`src/rtl/stream_mux_pkg.sv`:
```
// Shared definitions for the stream_mux datapath selector:
// mode encoding and the channel-slice helper used for packed channel buses.
package stream_mux_pkg;

    typedef enum logic {
        MODE_SEL = 1'b0,
        MODE_RR  = 1'b1
    } mode_e;

    // LSB position of channel idx inside a packed {ch[N-1], ..., ch[0]} bus.
    function automatic int unsigned chan_lsb(input int unsigned idx, input int unsigned width);
        return idx * width;
    endfunction

endpackage

```
`src/rtl/stream_mux_if.sv`:
```
// Handshake bundle between N producers, the selector, and one consumer.
// The selector connects through the slave modport, the environment through master.
interface stream_mux_if #(
    parameter int WIDTH = 32,
    parameter int N     = 5
);
    localparam int SEL_W = $clog2(N);

    logic                 mode;
    logic [SEL_W-1:0]     sel;
    logic [N-1:0]         in_valid;
    logic [N*WIDTH-1:0]   in_data;
    logic [N-1:0]         in_ready;
    logic                 out_valid;
    logic [WIDTH-1:0]     out_data;
    logic [SEL_W-1:0]     out_src;
    logic                 out_ready;
    logic                 err_sel;

    modport slave (
        input  mode, sel, in_valid, in_data, out_ready,
        output in_ready, out_valid, out_data, out_src, err_sel
    );

    modport master (
        output mode, sel, in_valid, in_data, out_ready,
        input  in_ready, out_valid, out_data, out_src, err_sel
    );

endinterface

```
`src/rtl/stream_mux_rr_arbiter.sv`:
```
// Round-robin grant search: first valid channel at or after i_ptr, wrapping mod N.
// Purely combinational; the pointer register lives in stream_mux.
module rr_arbiter
    import stream_mux_pkg::*;
#(
    parameter int N     = 5,
    parameter int SEL_W = $clog2(N)
) (
    input  logic [N-1:0]     i_valid,
    input  logic [SEL_W-1:0] i_ptr,
    output logic [SEL_W-1:0] o_grant,
    output logic             o_grant_valid
);

    localparam logic [SEL_W:0] N_EXT = (SEL_W+1)'(N);

    logic [2*N-1:0]   w_dbl;
    logic [N-1:0]     w_rot;
    logic [SEL_W-1:0] w_off;
    logic             w_found;
    logic [SEL_W:0]   w_sum;

    // Rotate so bit 0 is the pointer position, pick the lowest set bit,
    // then map the offset back to an absolute channel index.
    always_comb begin
        w_dbl   = {i_valid, i_valid} >> i_ptr;
        w_rot   = w_dbl[N-1:0];
        w_off   = '0;
        w_found = 1'b0;
        for (int unsigned k = 0; k < N; k++) begin
            if (!w_found && w_rot[k]) begin
                w_off   = SEL_W'(k);
                w_found = 1'b1;
            end
        end
        w_sum = {1'b0, i_ptr} + {1'b0, w_off};
        if (w_sum >= N_EXT) begin
            w_sum = w_sum - N_EXT;
        end
    end

    assign o_grant       = w_sum[SEL_W-1:0];
    assign o_grant_valid = w_found;

endmodule

```
`src/rtl/stream_mux.sv`:
```
// Registered N-to-1 stream selector with explicit-select and round-robin modes,
// single-entry output buffer, and a registered flag for out-of-range selects.
module stream_mux
    import stream_mux_pkg::*;
#(
    parameter int WIDTH = 32,
    parameter int N     = 5
) (
    input  logic       clk,
    input  logic       rst,
    stream_mux_if.slave bus
);

    localparam int             SEL_W = $clog2(N);
    localparam logic [SEL_W:0] N_EXT = (SEL_W+1)'(N);

    logic                   r_out_valid;
    logic [WIDTH-1:0]       r_out_data;
    logic [SEL_W-1:0]       r_out_src;
    logic                   r_err_sel;
    logic [SEL_W-1:0]       r_ptr;

    logic                   w_can_accept;
    logic                   w_sel_in_range;
    logic [(1<<SEL_W)-1:0]  w_valid_pad;
    logic                   w_sel_hit;
    logic [SEL_W-1:0]       w_rr_grant;
    logic                   w_rr_valid;
    logic [SEL_W-1:0]       w_grant;
    logic                   w_grant_valid;
    logic                   w_take;
    logic                   w_err;
    logic [WIDTH-1:0]       w_sel_data;

    rr_arbiter #(
        .N     (N),
        .SEL_W (SEL_W)
    ) u_arb (
        .i_valid       (bus.in_valid),
        .i_ptr         (r_ptr),
        .o_grant       (w_rr_grant),
        .o_grant_valid (w_rr_valid)
    );

    assign w_can_accept   = !r_out_valid || bus.out_ready;
    assign w_sel_in_range = {1'b0, bus.sel} < N_EXT;
    assign w_err          = (bus.mode == MODE_SEL) && !w_sel_in_range && (|bus.in_valid);

    // Padding in_valid to a power of two keeps an out-of-range sel index defined.
    always_comb begin
        w_valid_pad          = '0;
        w_valid_pad[N-1:0]   = bus.in_valid;
        w_sel_hit            = w_sel_in_range && w_valid_pad[bus.sel];
    end

    always_comb begin
        if (bus.mode == MODE_RR) begin
            w_grant       = w_rr_grant;
            w_grant_valid = w_rr_valid;
        end else begin
            w_grant       = bus.sel;
            w_grant_valid = w_sel_hit;
        end
    end

    assign w_take = w_grant_valid && w_can_accept && !rst;

    always_comb begin
        bus.in_ready = '0;
        if (w_take) begin
            bus.in_ready[w_grant] = 1'b1;
        end
    end

    always_comb begin
        w_sel_data = '0;
        for (int unsigned i = 0; i < N; i++) begin
            if (w_grant == SEL_W'(i)) begin
                w_sel_data = bus.in_data[chan_lsb(i, WIDTH) +: WIDTH];
            end
        end
    end

    always_ff @(posedge clk) begin
        if (rst) begin
            r_out_valid <= 1'b0;
            r_out_data  <= '0;
            r_out_src   <= '0;
            r_err_sel   <= 1'b0;
            r_ptr       <= '0;
        end else begin
            r_err_sel <= w_err;
            if (w_take) begin
                r_out_valid <= 1'b1;
                r_out_data  <= w_sel_data;
                r_out_src   <= w_grant;
                if (bus.mode == MODE_RR) begin
                    r_ptr <= (w_grant == SEL_W'(N-1)) ? '0 : w_grant + 1'b1;
                end
            end else if (r_out_valid && bus.out_ready) begin
                r_out_valid <= 1'b0;
            end
        end
    end

    assign bus.out_valid = r_out_valid;
    assign bus.out_data  = r_out_data;
    assign bus.out_src   = r_out_src;
    assign bus.err_sel   = r_err_sel;

endmodule
```
`src/flat_wrapper.sv`:
```
// flat-port wrapper written by rule: the top's interface ports become plain ports
module stream_mux_flat import stream_mux_pkg::*;
#(
    parameter int WIDTH = 32,
    parameter int N     = 5
)
  (clk, rst, bus_mode, bus_sel, bus_in_valid, bus_in_data, bus_out_ready, bus_in_ready, bus_out_valid, bus_out_data, bus_out_src, bus_err_sel);
  stream_mux_if #(.WIDTH(WIDTH), .N(N)) bus_i ();
  input  logic clk;
  input  logic rst;
  input wire logic [$bits(bus_i.mode)-1:0] bus_mode;
  input wire logic [$bits(bus_i.sel)-1:0] bus_sel;
  input wire logic [$bits(bus_i.in_valid)-1:0] bus_in_valid;
  input wire logic [$bits(bus_i.in_data)-1:0] bus_in_data;
  input wire logic [$bits(bus_i.out_ready)-1:0] bus_out_ready;
  output wire logic [$bits(bus_i.in_ready)-1:0] bus_in_ready;
  output wire logic [$bits(bus_i.out_valid)-1:0] bus_out_valid;
  output wire logic [$bits(bus_i.out_data)-1:0] bus_out_data;
  output wire logic [$bits(bus_i.out_src)-1:0] bus_out_src;
  output wire logic [$bits(bus_i.err_sel)-1:0] bus_err_sel;
  assign bus_i.mode = bus_mode;
  assign bus_i.sel = bus_sel;
  assign bus_i.in_valid = bus_in_valid;
  assign bus_i.in_data = bus_in_data;
  assign bus_i.out_ready = bus_out_ready;
  assign bus_in_ready = bus_i.in_ready;
  assign bus_out_valid = bus_i.out_valid;
  assign bus_out_data = bus_i.out_data;
  assign bus_out_src = bus_i.out_src;
  assign bus_err_sel = bus_i.err_sel;
  stream_mux #(.WIDTH(WIDTH), .N(N)) u_core (.clk(clk), .rst(rst), .bus(bus_i));
endmodule
```
`config.mk`:
```
export PLATFORM = sky130hd
export DESIGN_NAME = stream_mux_flat
export DESIGN_NICKNAME = d
export VERILOG_FILES = /design/src/rtl/stream_mux_pkg.sv /design/src/rtl/stream_mux_if.sv /design/src/rtl/stream_mux_rr_arbiter.sv /design/src/rtl/stream_mux.sv /design/src/flat_wrapper.sv
export SDC_FILE = /design/constraint.sdc
export NUM_CORES = 1
export LEC_CHECK = 0
export BUFFER_PORTS_ARGS = -buffer_cell sky130_fd_sc_hd__buf_2
export CORE_MARGIN = 3
export CORE_UTILIZATION = 42
export DETAILED_ROUTE_END_ITERATION = 12
export PLACE_DENSITY_LB_ADDON = 0.25
export SLEW_MARGIN = 20
export SYNTH_ARGS = -nofsm -noshare
export SYNTH_HDL_FRONTEND = slang
export SYNTH_HIERARCHICAL = 1
export SYNTH_SLANG_ARGS = --single-unit
```
`constraint.sdc`:
```
create_clock -name clk -period 9.9 [get_ports clk]
set_clock_uncertainty 0.2 [all_clocks]
set_input_delay 2.97 -clock clk [delete_from_list [all_inputs] [get_ports clk]]
set_output_delay 2.97 -clock clk [all_outputs]
set_load 0.02 [all_outputs]
```
==> Flow_metrics.wiki, run 1 <==
{| class="wikitable"
! Metric !! Value
|-
| Netlist Area Pre-Place || 3940 µm²
|-
| DIE WIDTH || 103 µm
|-
| DRT Pass-1 Iters || 4
|-
| Sum of routed wire length over all layers || about 14000 µm
|-
| Terminating pin of the worst hold path || u_core/bus.out_data[13]$_SDFFE_PP0P_
|-
| Total power consumption of the routed design || between 2 and 2.5 mW
|-
| Clk slew on worst S/H paths || around 0.080 ns
|-
| Die Footprint || ~11000 µm²
|-
| Slew of the pin with the lowest slew margin || 1.03 ns
|-
| Worst reg2reg path startpoint || u_core/r_ptr[2]$_SDFFE_PP0P_
|-
| Dominant register cell in the synthesized netlist || sky130_fd_sc_hd__dfxtp_1
|-
| Classification of the worst setup path || in -> out
|-
| Total nets after synthesis || a little under 700
|-
| Wire length of the first global-routing pass || 21700 µm
|-
| Drc violations || 0
|-
| Row Count || 34
|-
| Failing checks || negative setup slack
|-
| Initial antenna violation count || 0
|-
| Post-synth EDFFs || 0
|-
| Met2 WL post-DR || between 6000 and 7000 µm
|-
| Clock tree from TritonCTS || done
|-
| Fin worst setup slack || -0.328 ns
|-
| Critical Path Start Type || primary input
|-
| WL met3 || 1010 µm
|-
| Worst supply voltage drop on vdd || 0.174 mV
|-
| Number of design-rule violations left by the first detailed-router iteration || approximately 160
|-
| Post-layout net count || roughly 880
|-
| Setup repair after global routing missed its margin || true
|-
| Number of input and output port buffers inserted || around 210
|-
| Top routing layer used || met4
|-
| Power per cell area || 422 nW/µm²
|-
| Starting utilization of the core area || 0.443
|-
| Final design instance area without fill || around 5500 µm²
|-
| Hold path depth || 2
|-
| Area post-placement || 5200 µm²
|-
| CTS H-Tree Depth || 2
|-
| Aggregate global-route resource usage || 0.252
|-
| Share of the clock period used by the worst path after layout || 1.03
|-
| Leakage power of the design || 2.32 nW
|-
| Status || finished, violations left
|-
| Final critical delay including setup and external delays || between 10 and 15 ns
|-
| Post-detailed-route wirelength per cell || ~17 µm
|-
| Routed length on met1 || approximately 5800 µm
|-
| Seq/Total Area, Yosys || 0.203
|-
| Placed wire-length estimate after detailed placement || 10400 µm
|-
| Number of synthesized register bits || 40
|-
| Max Clock Freq || between 90 and 100 MHz
|-
| Remaining max-slew budget at the tightest pin || 0.315
|-
| Capturing point of the worst reg2reg path || u_core/bus.out_data[13]$_SDFFE_PP0P_
|-
| Die span in y || 103 µm
|-
| Fraction of the core area covered by cells at the end of the flow || 0.619
|-
| Total inserted antenna cells || 0
|-
| Worst hold slack || about 0.31 ns
|-
| Crit-path max FO || 3
|-
| Final setup viols || 5
|-
| Signal arrival time at the worst endpoint || 7.06 ns
|-
| Avg Vias per Cell || 5.78
|-
| Worst hold path type || reg -> reg
|-
| CTS root buffer || sky130_fd_sc_hd__clkbuf_8
|-
| Final max-slew violation count || 0
|-
| Count of synthesis-stage warnings from yosys || 6
|-
| Number of global-route vias before repair || ~4500
|-
| Number of max-cap violations || 0
|-
| Share of layout cells above drive strength 1 || 0.512
|-
| Pre-CTS setup slack || -0.467 ns
|-
| Count of cell types in the netlist || between 40 and 50
|-
| Type of destination of the critical path || primary output
|-
| Worst reg-to-reg setup slack || about 3.3 ns
|-
| Cell count of the worst reg-to-reg path || 22
|-
| Overflow after GRT || 0
|-
| Ports placed on the boundary || 214
|-
| Critical hold path startpoint || u_core/bus.out_data[13]$_SDFFE_PP0P_
|-
| Final Hold Violating Endpoints || 0
|-
| Buffers from clock root to sink, at most || 2
|-
| Required time at the worst-slack endpoint || just under 7 ns
|-
| Clock latency on the worst-skew pair || 0.29 ns
|-
| Number of buffers inserted during clock tree synthesis || 5
|-
| Syn_area_per_cell || ~8.0 µm²
|-
| Number of vias in the routed layout || between 4000 and 5000
|-
| Number of nets with antenna violations after detailed routing || 0
|-
| Clk sinks || 40
|-
| Core area || between 8000 and 9000 µm²
|-
| Final weighted congestion in routability-driven placement || around 0.8
|-
| Pin count of the biggest net entering global routing || 65
|-
| Post-synthesis to final-layout area growth || 39.8%
|-
| Post-Syn Instances || between 400 and 500
|-
| Fill cells || approximately 850
|-
| Synth async-reset ratio || 0
|}
-- cell usage after synthesis, drive strengths merged, types with 5 or more instances --
cell | n | area [µm²]
nor3 | 5 | 25.0
nor2b | 34 | 213
a211oi | 33 | 398
a221oi | 33 | 307
nor2 | 8 | 37.5
clkbuf | 37 | 139
ha | 10 | 125
mux2i | 7 | 70.1
nand3b | 32 | 240
a21oi | 132 | 773
dfxtp | 40 | 801
mux2 | 6 | 82.6
nand2 | 39 | 146
inv | 9 | 33.8
buf | 19 | 148
-- routing by layer --
layer	track usage	vias to the layer above
met4	0.0578	0
met5	0	-
met1	0.305	2178
li1	-	2245
met3	0.0433	18
met2	0.466	189
-- worst max-delay path by stage --
stage,startpoint,to,depth (start not counted)
floorplan,bus_in_valid[0],bus_in_ready[1],17
global placement,bus_in_valid[0],bus_in_ready[0],17
detailed placement,bus_in_valid[4],bus_in_ready[4],19
CTS,bus_in_valid[0],bus_in_ready[4],17
global route,bus_in_valid[0],bus_in_ready[0],18
finish,bus_in_valid[4],bus_in_ready[0],18
-- cell families after synthesis --
group / synth area share
buf+inv: 0.0814
xor+xnor: 0.00890
compound gates: 0.412
flops: 0.203
mux: 0.0512
simple gates: 0.206
fa+ha+maj: 0.0369
-- timing repair --
action	4_1_cts	5_1_grt
setup endpoints to repair	5	5
gates resized for setup	18	8
pin swaps	5	5
hold buffers	0	0
buffers inserted	4	4
gates cloned	0	0
-- state kept, by name, indices dropped and copies added (netlist names) --
register              flops
u_core/bus.err_sel        1
u_core/bus.out_data      32
u_core/bus.out_valid      1
u_core/bus.out_src        3
u_core/r_ptr              3
-- cells in the final DEF, fill, tap and decap left out, drive strengths merged, types with 4 or more instances in the layout --
cell type,count
nor2b,34
nor2,8
a211oi,33
mux2i,7
nand3,4
nand2,39
ha,10
inv,8
mux2,6
o21ai,4
a21oi,132
nor3,5
clkbuf,7
buf,250
nand3b,32
a221oi,33
dfxtp,40
-- critical path: stages --
cell	delay, ns
sky130_fd_sc_hd__buf_8	0.10
sky130_fd_sc_hd__mux4_2	0.47
sky130_fd_sc_hd__or4_1	0.51
sky130_fd_sc_hd__o211ai_1	0.11
sky130_fd_sc_hd__ha_2	0.22
sky130_fd_sc_hd__inv_2	0.04
sky130_fd_sc_hd__fa_2	0.48
sky130_fd_sc_hd__ha_2	0.20
sky130_fd_sc_hd__nand2b_4	0.13
sky130_fd_sc_hd__a221o_1	0.28
sky130_fd_sc_hd__a221o_1	0.35
sky130_fd_sc_hd__buf_6	0.15
sky130_fd_sc_hd__xnor2_4	0.15
sky130_fd_sc_hd__mux2i_4	0.18
sky130_fd_sc_hd__nand4_1	0.19
sky130_fd_sc_hd__buf_4	0.20
sky130_fd_sc_hd__nor3_4	0.16
sky130_fd_sc_hd__buf_6	0.15
-- area by class of cell --
| cell class | count | area, µm² | area share |
|---|---|---|---|
| multi-input cells | 386 | 2990 | 0.543 |
| clock inverters | 1 | 30.0 | 0.00546 |
| flip-flops and latches | 40 | 801 | 0.145 |
| repair buffers | 250 | 1420 | 0.257 |
| well taps | 108 | 135 | 0.0246 |
| clock buffers | 7 | 96.3 | 0.0175 |
| inverters | 9 | 38.8 | 0.00705 |
-- metrics by stage --
stage	instances	setup TNS, ns
2_1_floorplan	491	-0.788
3_5_place_dp	785	-2.12
4_1_cts	797	-1.37
3_3_place_gp	784	-1.67
6_report	801	-1.47
5_1_grt	801	-2.23
-- where the power goes --
group	internal, mW	switching [mW]
sequential	0.226	0.0624
clock	0.0890	0.0591
combinational	0.811	1.08
(Power assumes the default switching activity.)
==> run 2: changes to the inputs <==
Settings changed: ABC_AREA set to 1, CORE_UTILIZATION 42 to 43.
==> Flow_metrics.wiki, run 2 <==
{| class="wikitable"
! Metric !! Value
|-
| Total inserted antenna cells || 0
|-
| Share of the clock period used by the worst path after layout || 0.945
|-
| Aggregate global-route resource usage || 0.255
|-
| Number of max-cap violations || 0
|-
| CTS root buffer || sky130_fd_sc_hd__clkbuf_8
|-
| Remaining max-slew budget at the tightest pin || 0.318
|-
| Post-synthesis to final-layout area growth || 26.7%
|-
| Setup Fix Bufs, Post-CTS || 0
|-
| Core area || approximately 9400 µm²
|-
| Leading cell type in the layout, fill and taps excluded || sky130_fd_sc_hd__nand2_1
|-
| Pin count of the biggest net entering global routing || around 70
|-
| Power per cell area || roughly 260 nW/µm²
|-
| Die Footprint || ~11000 µm²
|-
| Die span in y || around 100 µm
|-
| Classification of the worst setup path || in -> out
|-
| Worst hold path type || reg -> reg
|-
| Required time at the worst-slack endpoint || about 6.7 ns
|-
| Final max-slew violation count || 0
|-
| Fill cells || ~1000
|-
| Final setup viols || 0
|-
| Most frequent cells in the layout || 305 x sky130_fd_sc_hd__nand2_1, 213 x sky130_fd_sc_hd__buf_2, 123 x sky130_fd_sc_hd__inv_1
|-
| Dominant register cell in the synthesized netlist || sky130_fd_sc_hd__dfxtp_1
|-
| CTS H-Tree Depth || 2
|-
| Placed wire-length estimate after detailed placement || approximately 11000 µm
|-
| Number of nets with antenna violations after detailed routing || 0
|-
| Kind of cell adding the most delay to the critical path || simple AND/OR/NAND/NOR gates
|-
| Delay of the slowest critical-path stage || roughly 0.53 ns
|-
| Number of design-rule violations left by the first detailed-router iteration || roughly 340
|-
| Clock latency on the worst-skew pair || slightly below 0.3 ns
|-
| Post-Syn Instances || 802
|-
| Setup TNS Final || 0 ns
|-
| Worst supply voltage drop on vdd || roughly 0.16 mV
|-
| Count of buffer and inverter cells on the critical path || 5
|-
| Max Clock Freq || ~110 MHz
|-
| Total nets after synthesis || about 1000
|-
| Overflow after GRT || 0
|-
| Clk sinks || 40
|-
| Wire length of the first global-routing pass || between 20000 and 25000 µm
|-
| Setup repair after global routing missed its margin || false
|-
| Top cells by area in the synthesized netlist || sky130_fd_sc_hd__nand2_1 27%, sky130_fd_sc_hd__dfxtp_1 19%, sky130_fd_sc_hd__inv_1 11%
|-
| Netlist Area Pre-Place || about 4200 µm²
|-
| Crit-path max FO || 6
|-
| Drc violations || 0
|-
| Most area-hungry cell type in the Yosys netlist || sky130_fd_sc_hd__nand2_1
|-
| DIE WIDTH || about 100 µm
|-
| Status || finished, final reports clean
|-
| Sum of routed wire length over all layers || ~15000 µm
|-
| Post-layout net count || between 1000 and 1500
|-
| Synth top area share || 0.274
|-
| Final critical delay including setup and external delays || 9.35 ns
|-
| Signal arrival time at the worst endpoint || 6.18 ns
|-
| Synth async-reset ratio || 0
|-
| Cell Chain, Critical Path || buf_2 -> nand2_1 -> nand3_1 -> nand2_1 -> nand2_1 -> nand2_2 -> nand2_1 -> a21oi_1 -> ha_1 -> inv_1 -> fa_1 -> ha_1 -> inv_1 -> o21ai_0 -> nand2_1 -> xor2_1 -> or2_2 -> o21ai_0 -> inv_1 -> nand2_1 -> nor2_1 -> buf_2
|-
| Clk slew on worst S/H paths || 0.08 ns
|-
| Number of input and output port buffers inserted || around 210
|-
| DRT Pass-1 Iters || 5
|-
| Avg Vias per Cell || approximately 4.8
|-
| Count of cell types in the netlist || 27
|-
| Starting utilization of the core area || 0.449
|-
| Hold-fix buffers, CTS || 0
|-
| Share of layout cells above drive strength 1 || 0.261
|-
| Final weighted congestion in routability-driven placement || a little under 1
|-
| Most repeated cell in the gate-level netlist after synthesis || sky130_fd_sc_hd__nand2_1
|-
| Post-detailed-route wirelength per cell || ~13 µm
|-
| Initial antenna violation count || 0
|-
| Number of buffers inserted during clock tree synthesis || 5
|-
| Syn_area_per_cell || roughly 5.2 µm²
|-
| Leakage power of the design || between 3 and 4 nW
|-
| Slew of the pin with the lowest slew margin || 1.02 ns
|-
| Type of destination of the critical path || primary output
|-
| Buffers from clock root to sink, at most || 2
|-
| Worst hold slack || roughly 0.27 ns
|-
| Flip-flop count of the largest register after layout || 32
|-
| Quantity of gates resized following cts || 0
|-
| Critical Path Start Type || primary input
|-
| Post-synth EDFFs || 0
|-
| Number of global-route vias before repair || just under 5000
|-
| Post-synth top cells || 307 x sky130_fd_sc_hd__nand2_1, 124 x sky130_fd_sc_hd__inv_1, 77 x sky130_fd_sc_hd__nor2_1, 60 x sky130_fd_sc_hd__a21oi_1, 57 x sky130_fd_sc_hd__nand3_1
|-
| Count of synthesis-stage warnings from yosys || 6
|-
| Row Count || 35
|-
| Number of synthesized register bits || 40
|-
| Ports placed on the boundary || 214
|-
| Clock tree from TritonCTS || done
|-
| Cell mode on critical path || sky130_fd_sc_hd__nand2_1
|-
| Slowest-stage cell, CP || sky130_fd_sc_hd__fa_1
|-
| Number of vias in the routed layout || roughly 5300
|-
| Seq/Total Area, Yosys || 0.190
|-
| Final Hold Violating Endpoints || 0
|}
-- run 2: changes by cell type in the layout (fill, tap and decap cells not counted), sizes merged, moves of 7 or more --
cell    delta
nand2    +279
inv      +121
nor2      +74
a21oi     -65
nand3     +53
buf       -34
nor2b     -34
a211oi    -33
a221oi    -33
nand3b    -32
nand4     +31
mux2i      -7
-- run 2: metrics by stage --
step	power, mW	setup WS, ns	cell area [µm²]	cells	utilization
floorplan	1.04	0.868	4210	802	-
global placement	1.25	0.731	5220	1101	0.557
detailed placement	1.26	0.581	5220	1101	0.557
CTS	1.40	0.577	5330	1109	0.568
global route	1.57	0.147	5330	1109	0.569
finish	1.41	0.548	5330	1109	0.569
-- run 2: power by group --
group / internal, mW / total (mW) / leakage (nW) / switching (mW)
logic: 0.340 / 1.03 / 2.93 / 0.693
clock network: 0.0751 / 0.140 / 0.0552 / 0.0645
registers: 0.209 / 0.239 / 0.326 / 0.0294
total: 0.624 / 1.41 / 3.32 / 0.786
-- run 2: cell families (layout without fill, tap and decap cells) --
logic type,count (synthesis),after routing,share of synthesized area
simple gates,494,494,0.497
buf+inv,176,354,0.173
compound gates,78,78,0.0993
flops,40,40,0.190
fa+ha+maj,11,11,0.0345
xor+xnor,3,3,0.00625
-- run 2: cell type report --
type	count	area (µm²)	share of cell area
Sequential cell	40	801	0.150
Inverter	130	488	0.0915
Timing Repair Buffer	216	1090	0.204
Tap cell	129	161	0.0303
Multi-Input combinational cell	586	2690	0.504
Clock buffer	6	72.6	0.0136
Clock inverter	2	35.0	0.00657
-- run 2: path summary, 6_finish.rpt --
kind	end	cells past startpoint	start	slack [ns]
worst max-delay path	bus_in_ready[1]	22	bus_in_valid[4]	0.55
worst min-delay path	u_core/bus.out_data[17]$_SDFFE_PP0P_	2	u_core/bus.out_data[17]$_SDFFE_PP0P_	0.27
worst max register to register	u_core/bus.out_data[16]$_SDFFE_PP0P_	26	u_core/r_ptr[0]$_SDFFE_PP0P_	4.32
worst min register to register	u_core/bus.out_data[17]$_SDFFE_PP0P_	2	u_core/bus.out_data[17]$_SDFFE_PP0P_	0.27
-- run 2: tightest hold or removal path: stages, from the launching register on --
cell,delay (ns)
sky130_fd_sc_hd__dfxtp_1,0.31
sky130_fd_sc_hd__nand2_1,0.06
sky130_fd_sc_hd__a21oi_1,0.06
-- run 2: routing by layer --
| layer | track usage | vias up | wire [µm] |
|---|---|---|---|
| met2 | 0.436 | 187 | 6920 |
| met5 | 0 | - | 0 |
| li1 | - | 2807 | - |
| met4 | 0.0684 | 0 | 207 |
| met1 | 0.321 | 2306 | 6260 |
| met3 | 0.0605 | 17 | 1190 |
